<file path="config.mk">
export PLATFORM = sky130hd
export DESIGN_NAME = trng_vn_packer_flat
export DESIGN_NICKNAME = d
export VERILOG_FILES = /design/src/rtl/trng_vn_packer_if.sv /design/src/rtl/trng_vn_packer.sv /design/src/flat_wrapper.sv
export SDC_FILE = /design/constraint.sdc
export NUM_CORES = 1
export LEC_CHECK = 0
export BUFFER_PORTS_ARGS = -buffer_cell sky130_fd_sc_hd__clkbuf_2
export CORE_MARGIN = 3
export CORE_UTILIZATION = 56
export CTS_CLUSTER_DIAMETER = 50
export DETAILED_ROUTE_END_ITERATION = 12
export PLACE_DENSITY_LB_ADDON = 0.2
export SLEW_MARGIN = 15
export SYNTH_ARGS = -nofsm -noshare
export SYNTH_HDL_FRONTEND = slang
export SYNTH_SLANG_ARGS = --single-unit
export TNS_END_PERCENT = 5
</file>
<file path="constraint.sdc">
create_clock -name clk -period 2.5 [get_ports clk]
set_clock_uncertainty 0.2 [all_clocks]
set_input_delay 0.125 -clock clk [delete_from_list [all_inputs] [get_ports clk]]
set_output_delay 0.125 -clock clk [all_outputs]
set_load 0.1 [all_outputs]
</file>
<file path="src/rtl/trng_vn_packer_if.sv">
// trng_vn_packer_if: valid/ready word channel from the packer to the bus/FIFO side.
interface trng_vn_packer_if #(
  parameter int WORD_W = 32
);
  logic [WORD_W-1:0] word_o;
  logic              word_valid_o;
  logic              word_ready_i;
  modport master (output word_o, word_valid_o, input word_ready_i);
  modport slave  (input word_o, word_valid_o, output word_ready_i);
endinterface

</file>
<file path="src/rtl/trng_vn_packer.sv">
// trng_vn_packer: XOR-reduce samples, von Neumann debias, pack into WORD_W-bit words.
// Define TRNG_RCT_EN to add the repetition-count health test on raw bits.
module trng_vn_packer #(
  parameter int NBITS      = 8,
  parameter int WORD_W     = 32,
  parameter int RCT_CUTOFF = 32
) (
  input  logic             clk,
  input  logic             rst_ni,
  input  logic             en_i,
  input  logic [NBITS-1:0] sample_i,
  input  logic             sample_valid_i,
  input  logic             clr_i,
  output logic             overflow_o,
  output logic             rct_alarm_o,
  trng_vn_packer_if.master word_if
);
  localparam int AW = WORD_W - 1;
  localparam int CW = $clog2(WORD_W);
  typedef enum logic {IDLE, HALF} pair_t;
  pair_t state, state_n;
  logic first, raw, consume, trip, emit, full, slot_free, load;
  logic [AW-1:0] acc;
  logic [CW-1:0] cnt;
  assign raw       = ^sample_i;
  assign consume   = en_i && sample_valid_i;
  assign full      = cnt == CW'(AW);
  assign slot_free = !word_if.word_valid_o || word_if.word_ready_i;
  assign load      = emit && full && slot_free;
`ifdef TRNG_RCT_EN
  logic [7:0] rct_cnt, rct_cnt_n;
  logic       rct_prev;
  // a count of 0 means no previous raw bit since reset/disable
  assign rct_cnt_n = (rct_cnt == 8'd0 || raw != rct_prev) ? 8'd1 :
                     (rct_cnt == 8'hff) ? rct_cnt : rct_cnt + 8'd1;
  assign trip      = consume && rct_cnt_n == 8'(RCT_CUTOFF);
  always_ff @(posedge clk or negedge rst_ni) begin
    if (!rst_ni) begin
      rct_cnt     <= 8'd0;
      rct_prev    <= 1'b0;
      rct_alarm_o <= 1'b0;
    end else begin
      rct_cnt     <= !en_i ? 8'd0 : trip ? 8'd1 : consume ? rct_cnt_n : rct_cnt;
      rct_prev    <= consume ? raw : rct_prev;
      rct_alarm_o <= trip || (rct_alarm_o && !clr_i);
    end
  end
`else
  assign trip        = 1'b0;
  assign rct_alarm_o = 1'b0;
`endif
  always_ff @(posedge clk or negedge rst_ni) begin
    if (!rst_ni) begin
      state <= IDLE;
      first <= 1'b0;
    end else begin
      state <= state_n;
      first <= (consume && state == IDLE) ? raw : first;
    end
  end
  always_comb begin
    state_n = state;
    emit    = 1'b0;
    if (consume && !trip) begin
      state_n = (state == IDLE) ? HALF : IDLE;
      emit    = (state == HALF) && (raw != first);
    end
    if (!en_i || trip) state_n = IDLE;
  end
  // the corrected bit of a differing pair is the held first bit
  always_ff @(posedge clk or negedge rst_ni) begin
    if (!rst_ni) begin
      acc                  <= '0;
      cnt                  <= '0;
      word_if.word_o       <= '0;
      word_if.word_valid_o <= 1'b0;
      overflow_o           <= 1'b0;
    end else begin
      if (!en_i || trip || load) begin
        acc <= '0;
        cnt <= '0;
      end else if (emit && !full) begin
        acc <= AW'({acc, first});
        cnt <= cnt + 1'b1;
      end
      if (load) word_if.word_o <= {acc, first};
      word_if.word_valid_o <= load || (word_if.word_valid_o && !word_if.word_ready_i);
      overflow_o           <= (emit && full && !slot_free) || (overflow_o && !clr_i);
    end
  end
endmodule
</file>
<file path="src/flat_wrapper.sv">
// flat-port wrapper written by rule: the top's interface ports become plain ports
module trng_vn_packer_flat 
#(
  parameter int NBITS      = 8,
  parameter int WORD_W     = 32,
  parameter int RCT_CUTOFF = 32
)
  (clk, rst_ni, en_i, sample_i, sample_valid_i, clr_i, overflow_o, rct_alarm_o, word_if_word_o, word_if_word_valid_o, word_if_word_ready_i);
  trng_vn_packer_if #(.WORD_W(WORD_W)) word_if_i ();
  input  logic clk;
  input  logic rst_ni;
  input  logic en_i;
  input  logic [NBITS-1:0] sample_i;
  input  logic sample_valid_i;
  input  logic clr_i;
  output logic overflow_o;
  output logic rct_alarm_o;
  output wire logic [$bits(word_if_i.word_o)-1:0] word_if_word_o;
  output wire logic [$bits(word_if_i.word_valid_o)-1:0] word_if_word_valid_o;
  input wire logic [$bits(word_if_i.word_ready_i)-1:0] word_if_word_ready_i;
  assign word_if_word_o = word_if_i.word_o;
  assign word_if_word_valid_o = word_if_i.word_valid_o;
  assign word_if_i.word_ready_i = word_if_word_ready_i;
  trng_vn_packer #(.NBITS(NBITS), .WORD_W(WORD_W), .RCT_CUTOFF(RCT_CUTOFF)) u_core (.clk(clk), .rst_ni(rst_ni), .en_i(en_i), .sample_i(sample_i), .sample_valid_i(sample_valid_i), .clr_i(clr_i), .overflow_o(overflow_o), .rct_alarm_o(rct_alarm_o), .word_if(word_if_i));
endmodule
</file>
# [Word level (Yosys, flattened, before mapping)]
# Cells that the tools add are included.
[op_classes] n_addsub=1 eq_ne=3 muxes=8 n_bitwise=1 reduce_logical=21
[ops] op="31-bit 2-to-1 mux" n=2
[ops] op="5-bit 2-to-1 mux" n=2
[ops] op="1-bit logical AND" n=9
[ops] op="8-bit XOR reduction" n=1
[ops] op="1-bit zero test" n=6
[ops] op="5-bit by 1-bit adder with 5-bit output (second input constant)" n=1
[ops] op="5-bit == test (second input constant)" n=1
[ops] op="1-bit logical OR" n=4
[ops] op="1-bit 2-to-1 mux" n=4
[ops] op="2-bit by 1-bit != test with 1-bit output (second input constant)" n=1
[ops] op="2-bit nonzero test" n=1
[ops] op="1-bit != test" n=1
[ops] op="1-bit inverter" n=1
[totals] ff_bits=72 out_inout_bits=35 word_cells=41

# [Logic depth before layout (Yosys ltp)]
[logic_depth] word_depth=8 depth_mapped=9 mapped_depth_nobuf=7

# [Worst setup path before layout]
# Ideal clock, no wire load.
[synth_path] path_type="flip-flop to flip-flop" startpoint="register u_core.cnt[0]" endpoint="register u_core.acc[10]" setup_time_ns=0.124 t_arrival_ns=1.940 required_ns=2.176 slack_ns=0.237 path_stages_with_launch=10 n_path_buf=2 synth_period_minus_slack_ns=2.263 cell_sequence="dfrtp_1 > ha_1 > and3_1 > ha_1 > nand4b_1 > or2_2 > clkbuf_1 > clkbuf_1 > nand2_1 > a21oi_1"
[synth_between] elab_chain_cells=5 elab_cells_between_ends=8
[synth_lines] element="start, declared" line_no="trng_vn_packer.sv:24" source="logic [CW-1:0] cnt;"
[synth_lines] element="start signal, assigned" line_no="trng_vn_packer.sv:84" source="cnt <= cnt + 1'b1;"
[synth_lines] element="5-bit == test (*)" line_no="trng_vn_packer.sv:27" source="assign full = cnt == CW'(AW);"
[synth_lines] element="1-bit logical AND (2 in series)" line_no="trng_vn_packer.sv:29" source="assign load = emit && full && slot_free;"
[synth_lines] element="1-bit logical OR" line_no="trng_vn_packer.sv:79" source="if (!en_i || trip || load) begin"
[synth_lines] element="31-bit 2-to-1 mux or 2-bit nonzero test (tied branches)"
[synth_lines] element="end signal, assigned" line_no="trng_vn_packer.sv:83" source="acc <= AW'({acc, first});"
[synth_lines] element="end, declared" line_no="trng_vn_packer.sv:23" source="logic [AW-1:0] acc;"
# Mark *: on every way between the ends. The rest lies on a longest branch, timed or not.
# A chain may end at the register's enable or synchronous reset.

# [Worst setup path in the final report]
[layout_path] startpoint="register u_core.cnt[0]" endpoint="register u_core.word_if.word_o[22]"
[layout_between] elab_chain_cells=3
[layout_lines] element="5-bit == test" line_no="trng_vn_packer.sv:27"
[layout_lines] element="1-bit logical AND (2 in series)" line_no="trng_vn_packer.sv:29"
[layout_lines] element="end signal, assigned" line_no="trng_vn_packer.sv:86" source="if (load) word_if.word_o <= {acc, first};"
[layout_lines] element="end, declared" line_no="trng_vn_packer_if.sv:8" source="modport master (output word_o, word_valid_o, input word_ready_i);"
# No other way between the ends.

==> qor.csv <==
metric;value;unit
Iter 0 DRT Violations;79;
Routed WL per cell;13.7;um
# clock sinks;72;
Die H;80.0;um
H-tree level count;3;
Root Driver;clkbuf_8;
# Max-Cap Violations;0;
share of the yosys chip area belonging to registers;58.8;%
RD Place Congestion;0.766;
drt drc;0;
Worst Hold Class;primary input to asynchronous set/reset pin;
worst vdd ir;0.345;mV
GR Overflow Total;0;
Cells after Synth;258;
Clock Latency Late Sink;0.34;ns
Post-Syn Nets;274;
ANT nets after route;0;
fin crit share;95.8;%
core area;0.00520;mm2
fin area;0.00365;mm2
status;complete, no violations;
Startpoint Class;flop;
vias per inst;5.00;
First-pass DRT Iterations;4;
port buffer count;47;
Final min period;2.39;ns
fin worst setup slack;0.106;ns
share of cells above drive strength 1;33.0;%
Die W;80.0;um
Initial Util;58.9;%
Hold Slack;0.135;ns
area growth from synthesis to layout;19.0;%
post_cts resized;0;
Yosys reg bits;72;
dpl ws;0.0843;ns
Synth cell types;29;
# Post-CTS Setup Buffers;0;
RSZ-0062 raised after global routing;false;
Max Fclk;418;MHz
# IOs;49;
CTS tree;built;
initial antenna violation count;0;
kind of critical path;flop to flop;
die footprint;0.00640;mm2
Post-DP Area;0.00339;mm2
Core Util, Final;70.0;%
clock-pin slew on the worst setup and hold paths;0.07;ns
overall routing resource usage;18.8;%
static leakage;1.87;nW
CP max FO;12;
row count;26;
first-pass GRT wire length;9.07;mm
Slew HR;60.7;%
Synth Warn #;0;
synthesized cell area;0.00306;mm2
power density over the cells;619;mW/mm2
post-detail-place hpwl;3.38;mm
nets;333;
crit end category;flop;
Required @ worst endpoint;2.53;ns
CTS Buf Count;9;
CP arrival;2.42;ns
Avg Cell Area, Syn;11.9;um2
DR vias;1954;
# diodes;0;
maximum clock insertion buffer count;2;
vias in the first global route;1886;
Final Setup Violations;0;
Slew @ Worst Pin;0.590;ns
final WL;5.36;mm
setup tns final;0;ns
largest net degree at the start of global routing;73;
Slew Viols, Final;0;
Fin. Hold Viols;0;
[logic make-up after synthesis]
group,count (synthesis),share of synthesized area [%]
fa+ha+maj,2,0.817
simple gates,84,11.4
flops,72,58.8
compound gates,37,6.08
xor+xnor,12,3.88
mux,32,15.4
buf+inv,18,3.43
other cells,1,0.122
[placed cells by master (no fill, tap or decap), types with 2 or more instances in the layout]
| cell type | netlist | final |
|---|---|---|
| dfrtp_1 | 72 | 72 |
| nand2_1 | 66 | 66 |
| clkbuf_2 | 0 | 46 |
| a21oi_1 | 33 | 33 |
| mux2_4 | 30 | 30 |
| clkbuf_8 | 0 | 10 |
| xnor2_1 | 9 | 9 |
| dlygate4sd3_1 | 0 | 7 |
| buf_4 | 1 | 7 |
| nor2_1 | 5 | 4 |
| inv_1 | 3 | 3 |
| o21ai_0 | 3 | 3 |
| or2_2 | 2 | 2 |
| xor2_1 | 2 | 2 |
| mux2_2 | 2 | 2 |
| nor3_1 | 2 | 2 |
| ha_1 | 2 | 2 |
| clkbuf_1 | 7 | 2 |
| buf_12 | 0 | 2 |
[metrics by stage]
step	std cells	power, mW
4_1_cts	391	2.29
3_3_place_gp	369	1.39
2_1_floorplan	258	1.31
6_report	391	2.26
5_1_grt	391	2.36
3_5_place_dp	369	1.39
[layout make-up]
type	count	area [um2]
sequential	72	1800
clock inverter	3	42.5
inverter	3	11.3
fill	387	1560
multi-input combinational	168	1160
timing repair buffer	63	398
tap	70	87.6
clock buffer	12	145
[sequential cells by signal, indices dropped and copies added, names as in the netlist]
signal and count:
u_core.word_if.word_valid_o 1, u_core.word_if.word_o 32, u_core.cnt 5, u_core.overflow_o 1, u_core.state 1, u_core.acc 31
u_core.first 1
[routing by layer]
metal	vias up	global-route usage (%)	routed length, um
li1	974	-	-
met1	940	25.2	2570
met2	35	28.1	2490
met3	5	6.21	242
met4	0	7.60	53
met5	-	0	0
[path summary, 6_finish.rpt]
path / to / cells after the start / start / slack [ns]
max: u_core.word_if.word_o[22] / 7 / u_core.cnt[0] / 0.11
min: u_core.word_if.word_o[3] / 3 / rst_ni / 0.14
max reg2reg: u_core.word_if.word_o[22] / 7 / u_core.cnt[0] / 0.11
min reg2reg: u_core.word_if.word_o[0] / 1 / u_core.word_if.word_o[0] / 0.31
max in group asynchronous: u_core.state / 3 / rst_ni / 1.66
min in group clk: u_core.first / 6 / sample_i[6] / 0.26
[report_power, final]
part | switching (mW) | total [mW] | internal (mW)
logic | 0.108 | 0.188 | 0.0800
registers | 0.0104 | 1.18 | 1.17
clock network | 0.404 | 0.886 | 0.482
[cell usage after synthesis]
| cell | instances | area (um2) |
|---|---|---|
| nand2_2 | 1 | 6.26 |
| a21oi_1 | 33 | 165 |
| nand4_1 | 1 | 6.26 |
| nor2_1 | 5 | 18.8 |
| buf_6 | 4 | 45.0 |
| or2_2 | 2 | 12.5 |
| conb_1 | 1 | 3.75 |
| nand2b_1 | 1 | 6.26 |
| dfrtp_1 | 72 | 1800 |
| nand3_1 | 1 | 5.00 |
| mux2_4 | 30 | 450 |
| nand3b_1 | 1 | 7.51 |
| and2_1 | 1 | 6.26 |
| or3b_1 | 1 | 8.76 |
| xnor3_1 | 1 | 22.5 |
| nand4b_1 | 1 | 8.76 |
| mux2_2 | 2 | 22.5 |
| clkbuf_1 | 7 | 26.3 |
| o22ai_1 | 1 | 6.26 |
| o21ai_0 | 3 | 15.0 |
| buf_4 | 1 | 7.51 |
| xor2_1 | 2 | 17.5 |
| nand2_1 | 66 | 248 |
| buf_2 | 3 | 15.0 |
| and3_1 | 1 | 6.26 |
| inv_1 | 3 | 11.3 |
| nor3_1 | 2 | 10.0 |
| ha_1 | 2 | 25.0 |
| xnor2_1 | 9 | 78.8 |
[critical path, stage by stage, from the launching register on]
cell	delay [ns]
dfrtp_1	0.39
ha_1	0.17
and3_1	0.16
ha_1	0.15
nand4_1	0.09
or3b_2	0.55
buf_4	0.24
mux2_4	0.32
[timing repair]
| action | in CTS | in global routing |
|---|---|---|
| setup endpoints to repair | 0 | 0 |
| hold buffers | 7 | 0 |
| hold endpoints to repair | 76 | 0 |
(Power assumes the default switching activity.)
